## config.mk

```make
export PLATFORM = sky130hd
export DESIGN_NAME = uart_calc_host
export DESIGN_NICKNAME = d
export VERILOG_FILES = /design/src/rtl/uart_calc_host.sv
export SDC_FILE = /design/constraint.sdc
export NUM_CORES = 2
export LEC_CHECK = 0
export BUFFER_PORTS_ARGS = -buffer_cell sky130_fd_sc_hd__buf_2
export CAP_MARGIN = 20
export CORE_AREA = 2 2 599 601
export CTS_CLUSTER_DIAMETER = 60
export DETAILED_ROUTE_END_ITERATION = 10
export DIE_AREA = 0 0 601 603
export MAX_ROUTING_LAYER = met4
export PLACE_DENSITY_LB_ADDON = 0.25
export SKIP_LAST_GASP = 1
export SYNTH_ARGS = -nofsm -noshare
export SYNTH_HDL_FRONTEND = slang
export SYNTH_SLANG_ARGS = --single-unit
```

## constraint.sdc

```tcl
create_clock -name iClk -period 2.2 [get_ports iClk]
set_input_delay 0.33 -clock iClk [delete_from_list [all_inputs] [get_ports iClk]]
set_output_delay 0.33 -clock iClk [all_outputs]
set_load 0.1 [all_outputs]
```

## src/rtl/uart_calc_host.sv

```systemverilog
// rtl/uart_calc_host.sv - on-chip host for the UART calculator protocol
// Sends {cmd, A, B} on oTx, collects the NBYTES+1 result bytes from iRx and decodes oRes.

module uart_tx #(
  parameter int CLK_FREQ  = 125_000_000,
  parameter int BAUD_RATE = 115_200
) (
  input  logic       iClk,
  input  logic       iRst,
  input  logic       iTxStart,
  input  logic [7:0] iTxByte,
  output logic       oTxSerial,
  output logic       oTxBusy,
  output logic       oTxDone
);
  localparam int CPB   = CLK_FREQ / BAUD_RATE;
  localparam int CLK_W = $clog2(CPB + 1);

  logic [CLK_W-1:0] clkCnt;
  logic [3:0]       bitIdx;
  logic [8:0]       shiftReg;

  // oTxDone marks the last clock of the stop bit so the next frame can start right after it
  always_ff @(posedge iClk or posedge iRst) begin
    if (iRst) begin
      oTxSerial <= 1'b1;
      oTxBusy   <= 1'b0;
      oTxDone   <= 1'b0;
      clkCnt    <= '0;
      bitIdx    <= '0;
      shiftReg  <= '1;
    end else begin
      oTxDone <= 1'b0;
      if (!oTxBusy) begin
        if (iTxStart) begin
          oTxBusy   <= 1'b1;
          oTxSerial <= 1'b0;
          shiftReg  <= {1'b1, iTxByte};
          clkCnt    <= '0;
          bitIdx    <= '0;
        end
      end else begin
        if (bitIdx == 4'd9 && clkCnt == CLK_W'(CPB - 2)) oTxDone <= 1'b1;
        if (clkCnt == CLK_W'(CPB - 1)) begin
          clkCnt <= '0;
          if (bitIdx == 4'd9) begin
            oTxBusy   <= 1'b0;
            oTxSerial <= 1'b1;
          end else begin
            bitIdx    <= bitIdx + 4'd1;
            oTxSerial <= shiftReg[0];
            shiftReg  <= {1'b1, shiftReg[8:1]};
          end
        end else begin
          clkCnt <= clkCnt + 1'b1;
        end
      end
    end
  end
endmodule

module uart_rx #(
  parameter int CLK_FREQ  = 125_000_000,
  parameter int BAUD_RATE = 115_200
) (
  input  logic       iClk,
  input  logic       iRst,
  input  logic       iRxSerial,
  output logic [7:0] oRxByte,
  output logic       oRxDone
);
  localparam int CPB   = CLK_FREQ / BAUD_RATE;
  localparam int CLK_W = $clog2(CPB + 1);

  logic [1:0]       rxSync;
  logic             active;
  logic [3:0]       bitIdx;
  logic [CLK_W-1:0] clkCnt;
  logic [CLK_W-1:0] sampleAt;
  logic [7:0]       data;

  assign sampleAt = (bitIdx == 4'd0) ? CLK_W'(CPB / 2 - 1) : CLK_W'(CPB - 1);

  always_ff @(posedge iClk or posedge iRst) begin
    if (iRst) begin
      rxSync  <= 2'b11;
      active  <= 1'b0;
      bitIdx  <= '0;
      clkCnt  <= '0;
      data    <= '0;
      oRxByte <= '0;
      oRxDone <= 1'b0;
    end else begin
      rxSync  <= {rxSync[0], iRxSerial};
      oRxDone <= 1'b0;
      if (!active) begin
        if (!rxSync[1]) begin
          active <= 1'b1;
          bitIdx <= '0;
          clkCnt <= '0;
        end
      end else if (clkCnt != sampleAt) begin
        clkCnt <= clkCnt + 1'b1;
      end else begin
        clkCnt <= '0;
        if (bitIdx == 4'd0) begin
          if (rxSync[1]) active <= 1'b0;
          else           bitIdx <= 4'd1;
        end else if (bitIdx == 4'd9) begin
          active <= 1'b0;
          if (rxSync[1]) begin
            oRxByte <= data;
            oRxDone <= 1'b1;
          end
        end else begin
          data   <= {rxSync[1], data[7:1]};
          bitIdx <= bitIdx + 4'd1;
        end
      end
    end
  end
endmodule

module uart_calc_host #(
  parameter int CLK_FREQ       = 125_000_000,
  parameter int BAUD_RATE      = 115_200,
  parameter int OPERAND_WIDTH  = 512,
  parameter int NBYTES         = OPERAND_WIDTH / 8,
  parameter int TIMEOUT_CYCLES = 50_000_000
) (
  input  logic                     iClk,
  input  logic                     iRst,
  input  logic                     iStart,
  input  logic [7:0]               iCmd,
  input  logic [OPERAND_WIDTH-1:0] iOpA,
  input  logic [OPERAND_WIDTH-1:0] iOpB,
  output logic                     oTx,
  input  logic                     iRx,
  output logic                     oBusy,
  output logic                     oDone,
  output logic                     oTimeout,
  output logic [OPERAND_WIDTH:0]   oRes
);
  localparam int TX_BYTES = 2 * NBYTES + 1;
  localparam int RX_BYTES = NBYTES + 1;
  localparam int CNT_W    = $clog2(TX_BYTES + 1);
  localparam int TMO_W    = $clog2(TIMEOUT_CYCLES + 1);
  localparam logic [7:0] CMD_COMPARE = 8'h43;

  typedef enum logic [2:0] {IDLE, TX_BYTE, WAIT_TX, RX_RES, DECODE} stateT;
  stateT state, stateNext;

  logic [TX_BYTES*8-1:0] txShift;
  logic [RX_BYTES*8-1:0] rxFrame;
  logic [7:0]            cmdLatched;
  logic [7:0]            txByte;
  logic [7:0]            rxByte;
  logic [CNT_W-1:0]      byteCnt;
  logic [TMO_W-1:0]      tmoCnt;
  logic                  uartRst;
  logic                  txStart, txBusy, txDone, rxDone;
  logic                  timeoutHit, doneNext, timeoutNext;

  assign uartRst    = ~iRst;
  assign oBusy      = (state != IDLE);
  assign txByte     = txShift[TX_BYTES*8-1 -: 8];
  // A byte arriving on the expiry cycle takes priority over the timeout
  assign timeoutHit = !rxDone && (tmoCnt == TMO_W'(TIMEOUT_CYCLES - 1));

  always_ff @(posedge iClk or negedge iRst) begin
    if (!iRst) state <= IDLE;
    else       state <= stateNext;
  end

  always_comb begin
    stateNext   = state;
    txStart     = 1'b0;
    doneNext    = 1'b0;
    timeoutNext = 1'b0;
    case (state)
      IDLE:    if (iStart) stateNext = TX_BYTE;
      TX_BYTE: if (!txBusy) begin
                 txStart   = 1'b1;
                 stateNext = WAIT_TX;
               end
      WAIT_TX: if (txDone) stateNext = (byteCnt < CNT_W'(TX_BYTES)) ? TX_BYTE : RX_RES;
      RX_RES:  if (rxDone && byteCnt == CNT_W'(RX_BYTES - 1)) begin
                 stateNext = DECODE;
               end else if (timeoutHit) begin
                 timeoutNext = 1'b1;
                 stateNext   = IDLE;
               end
      DECODE:  begin
                 doneNext  = 1'b1;
                 stateNext = IDLE;
               end
      default: stateNext = IDLE;
    endcase
  end

  always_ff @(posedge iClk or negedge iRst) begin
    if (!iRst) begin
      txShift    <= '0;
      rxFrame    <= '0;
      cmdLatched <= '0;
      byteCnt    <= '0;
      tmoCnt     <= '0;
      oRes       <= '0;
      oDone      <= 1'b0;
      oTimeout   <= 1'b0;
    end else begin
      oDone    <= doneNext;
      oTimeout <= timeoutNext;
      if (state == IDLE && iStart) begin
        txShift    <= {iCmd, iOpA, iOpB};
        cmdLatched <= iCmd;
        oRes       <= '0;
        byteCnt    <= '0;
        tmoCnt     <= '0;
      end
      if (txStart) begin
        txShift <= txShift << 8;
        byteCnt <= byteCnt + 1'b1;
      end
      if (state == WAIT_TX && stateNext == RX_RES) begin
        byteCnt <= '0;
        tmoCnt  <= '0;
      end
      if (state == RX_RES) begin
        if (rxDone) begin
          rxFrame <= {rxFrame[RX_BYTES*8-9:0], rxByte};
          byteCnt <= byteCnt + 1'b1;
          tmoCnt  <= '0;
        end else begin
          tmoCnt <= tmoCnt + 1'b1;
        end
      end
      // Compare responses are left-justified with 7 pad bits below the result
      if (state == DECODE) begin
        oRes <= (cmdLatched == CMD_COMPARE) ? rxFrame[RX_BYTES*8-1:7] : rxFrame[OPERAND_WIDTH:0];
      end
    end
  end

  uart_tx #(.CLK_FREQ(CLK_FREQ), .BAUD_RATE(BAUD_RATE)) uTx (
    .iClk      (iClk),
    .iRst      (uartRst),
    .iTxStart  (txStart),
    .iTxByte   (txByte),
    .oTxSerial (oTx),
    .oTxBusy   (txBusy),
    .oTxDone   (txDone)
  );

  uart_rx #(.CLK_FREQ(CLK_FREQ), .BAUD_RATE(BAUD_RATE)) uRx (
    .iClk      (iClk),
    .iRst      (uartRst),
    .iRxSerial (iRx),
    .oRxByte   (rxByte),
    .oRxDone   (rxDone)
  );
endmodule

```

==> results.sh <==
export IMPL_status="complete, but fails checks"
export IMPL_violations="setup timing"
export IMPL_vias=88182
export IMPL_die_w_um=601
export IMPL_cp_slowest_cell="or4b_4"
export IMPL_grt_max_degree=113
export IMPL_worst_pin_slew_ns=0.6253
export IMPL_rsz0062_at_grt="true"
export IMPL_drive_above_1_share_pct=20.24
export IMPL_maxSlewViolCount=0
export IMPL_max_stage_delay_ns=0.59
export IMPL_nets=14387
export IMPL_synthTopCellsByCount="nand2_1, dfrtp_1, nor2_1, a31oi_1, clkbuf_1"
export IMPL_gp_congestion=0.9190
export IMPL_fmax_ghz=0.4331
export IMPL_via_per_inst=4.802
export IMPL_drcViolationCount=0
export IMPL_dieHeight_um=603
export IMPL_cts_htree_levels=5
export IMPL_yosys_cell_types_count=63
export IMPL_ios=1553
export IMPL_grt_pass1_vias=86657
export IMPL_max_slew_margin_pct=58.31
export IMPL_crit_chain="buf_4 -> or4b_4 -> buf_12 -> clkbuf_16 -> buf_4 -> buf_6 -> clkbuf_16 -> nand2_1 -> a31oi_1"
export IMPL_grt_ovfl_total=0
export IMPL_yosysMostFrequentCell="nand2_1"
export IMPL_layout_min_cycle_time_ns=2.309
export IMPL_port_buffers=1552
export IMPL_cts_root_buf="clkbuf_16"
export IMPL_cts_tree="built"
export IMPL_design_die_area_um2=362400
export IMPL_clkSinkCount=2173
export IMPL_final_cells=18363
export IMPL_firstDrtPassIters=8
export IMPL_crit_cells=9
export IMPL_clock_path_buffers=4
export IMPL_yosysTopAreaCell="dfrtp_1"
export IMPL_synth_warnings=0
export IMPL_track_usage_pct=21.00
export IMPL_p_per_area_nw_per_um2=680.5
export IMPL_detail_route_antenna_nets=0
export IMPL_peakVddDrop_mv=0.6370
export IMPL_start_kind="register"
export IMPL_synth_area_leaders="dfrtp_1, nand2_1, a31oi_1"
export IMPL_core_area_um2=355400
export IMPL_path_clk_slew_ns=0.06
export IMPL_crit_path_end_kind="register"
export IMPL_skew_ns=0.06974
export IMPL_crit_required_ns=2.93
export IMPL_syn_inst=10600
export IMPL_antenna_found_initial=57
export IMPL_syn_to_final_growth_pct=43.07
export IMPL_rr_worst_depth=9
export IMPL_synth_nets=11647
export IMPL_critPathTopFamily="buffers and inverters"
export IMPL_yosys_register_bits=2173
export IMPL_syn_area_um2=93740
export IMPL_dpl_hpwl_um=278400
export IMPL_cp_num_buf_inv=6
export IMPL_worstPathMaxFanout=7
export IMPL_power_total_uw=91270
export IMPL_timing_final_ws_setup_ns=-0.1088
export IMPL_ys_seq_area_share_pct=58.02
export IMPL_setup_viol=192
export IMPL_ys_async_sr_fraction_pct=100.0
export IMPL_maxCapViolations=0
export IMPL_hold_viol=0
export IMPL_fillCellCount=35888
export IMPL_critical_path_class="register to register"
export IMPL_hold_path_depth=5
export IMPL_cp_arrival_ns=3.04
export IMPL_yosysTopAreaCellShare_pct=57.71
export IMPL_timing_final_crit_share_pct=104.9
export IMPL_drtIter0Drc=7749
export IMPL_row_count=219
export IMPL_wl_per_cell_um=22.17
export IMPL_drt_total_wl_um=407100
export IMPL_leakagePower_uw=0.06846
export IMPL_initial_core_util_pct=26.38
export IMPL_syn_area_per_cell_um2=8.844
export IMPL_hold_class="input pin to register"
export IMPL_numCtsBuffers=277
export IMPL_ys_flop_type="dfrtp_1"
export IMPL_grt_pass1_wl_um=566400
export IMPL_clock_latency_ns=0.89
export IMPL_synth_edf_count=0
export IMPL_place_inst=16610
## state kept, by name, indices dropped and copies added, names as in the netlist, 2 cells and up
name and flops:
uRx.oRxByte 8, uTx.shiftReg 8, uRx.clkCnt 11, tmoCnt 26, byteCnt 8, uTx.bitIdx 4, uRx.rxSync 2, state 3
cmdLatched 8, rxFrame 520, oRes 513, txShift 1032, uTx.clkCnt 11, uRx.data 8, uRx.bitIdx 4
## worst register-to-register path, stage by stage (launching register included)
cell and delay [ns]:
dfrtp_2 0.41, buf_4 0.17, or4b_4 0.59, buf_12 0.17
clkbuf_16 0.21, buf_4 0.18, buf_6 0.14, clkbuf_16 0.16
nand2_1 0.09, a31oi_1 0.08
## metal layers
metal	vias up	global-route usage (%)	share of wire [%]
met5	-	-	0
met4	0	12.74	6.8
met3	1031	2.731	5.0
met2	3180	33.71	48
met1	43218	25.20	41
li1	40753	-	-
## where the power goes
group / leakage, µW / switching, µW / internal, µW
registers: 0.0275 / 11.8 / 40000
clock network: 0.00457 / 19000 / 27600
logic: 0.0364 / 2390 / 2210
total: 0.0685 / 21400 / 69800
## what timing repair did
item,CTS,global route
pin swaps,3,7
setup endpoints to repair,157,971
endpoints found under the hold margin,2278,0
gates cloned,5,115
setup buffers,11,36
hold buffers,1035,0
gates resized for setup,117,198
## cell usage in the layout, fill, tap and decap left out, types with 160 or more instances in the layout
| master | n |
|---|---|
| buf_4 | 393 |
| o21ai_0 | 575 |
| dlygate4sd3_1 | 1035 |
| nand2_1 | 4140 |
| buf_2 | 1461 |
| a31oi_1 | 1036 |
| nor2_1 | 1068 |
| clkbuf_16 | 357 |
| dfrtp_1 | 2161 |
| buf_12 | 160 |
| mux2i_1 | 516 |
## logic make-up after synthesis
logic type	count (synthesis)	synth area share [%]
AND/OR/NAND/NOR	5390	22.01
flip-flops	2173	58.02
AO/OA/AOI/OAI	1693	10.58
buffers and inverters	781	3.315
multiplexers	550	5.908
adder cells (fa/ha/maj)	11	0.1468
XOR/XNOR	2	0.01869
## final cells by class
cell class                 instances  area [µm²]  share of cell area (%)
sequential                      2173       54390                   40.56
multi-input combinational       7646       36520                   27.23
timing repair buffer            3229       27730                   20.68
clock buffer                     388        7953                   5.930
tap                             4751        5944                   4.432
clock inverter                   109        1385                   1.033
antenna                           54       135.1                  0.1008
inverter                          13       48.80                 0.03638
## final timing paths
check,from,to,slack [ns]
max,state[2],txShift[380],-0.11
min,iStart,state[0],0.13
max reg2reg,state[2],txShift[380],-0.11
min reg2reg,uRx.rxSync[0],uRx.rxSync[1],0.36
max in group asynchronous,iRst,txShift[669],1.04
min in group asynchronous,iRst,oRes[413],0.21
## stage by stage
step | TNS (ns) | instance area (µm²) | setup WS, ns | util, % | hold slack, ns
after CTS | -0.5315 | 130400 | -0.1992 | 36.69 | 0.008018
final | -7.410 | 134100 | -0.1088 | 37.74 | 0.1340
after detailed placement | -1.654 | 110100 | -0.1407 | 30.97 | 0.2196
after floorplan | 0 | 93740 | 0.1425 | - | 0.03441
after global placement | -0.4675 | 110100 | -0.1046 | 30.97 | 0.2223
after global routing | -42.33 | 134100 | -0.1812 | 37.73 | 0.1187
Note: power is estimated with default switching activity, not from simulation.
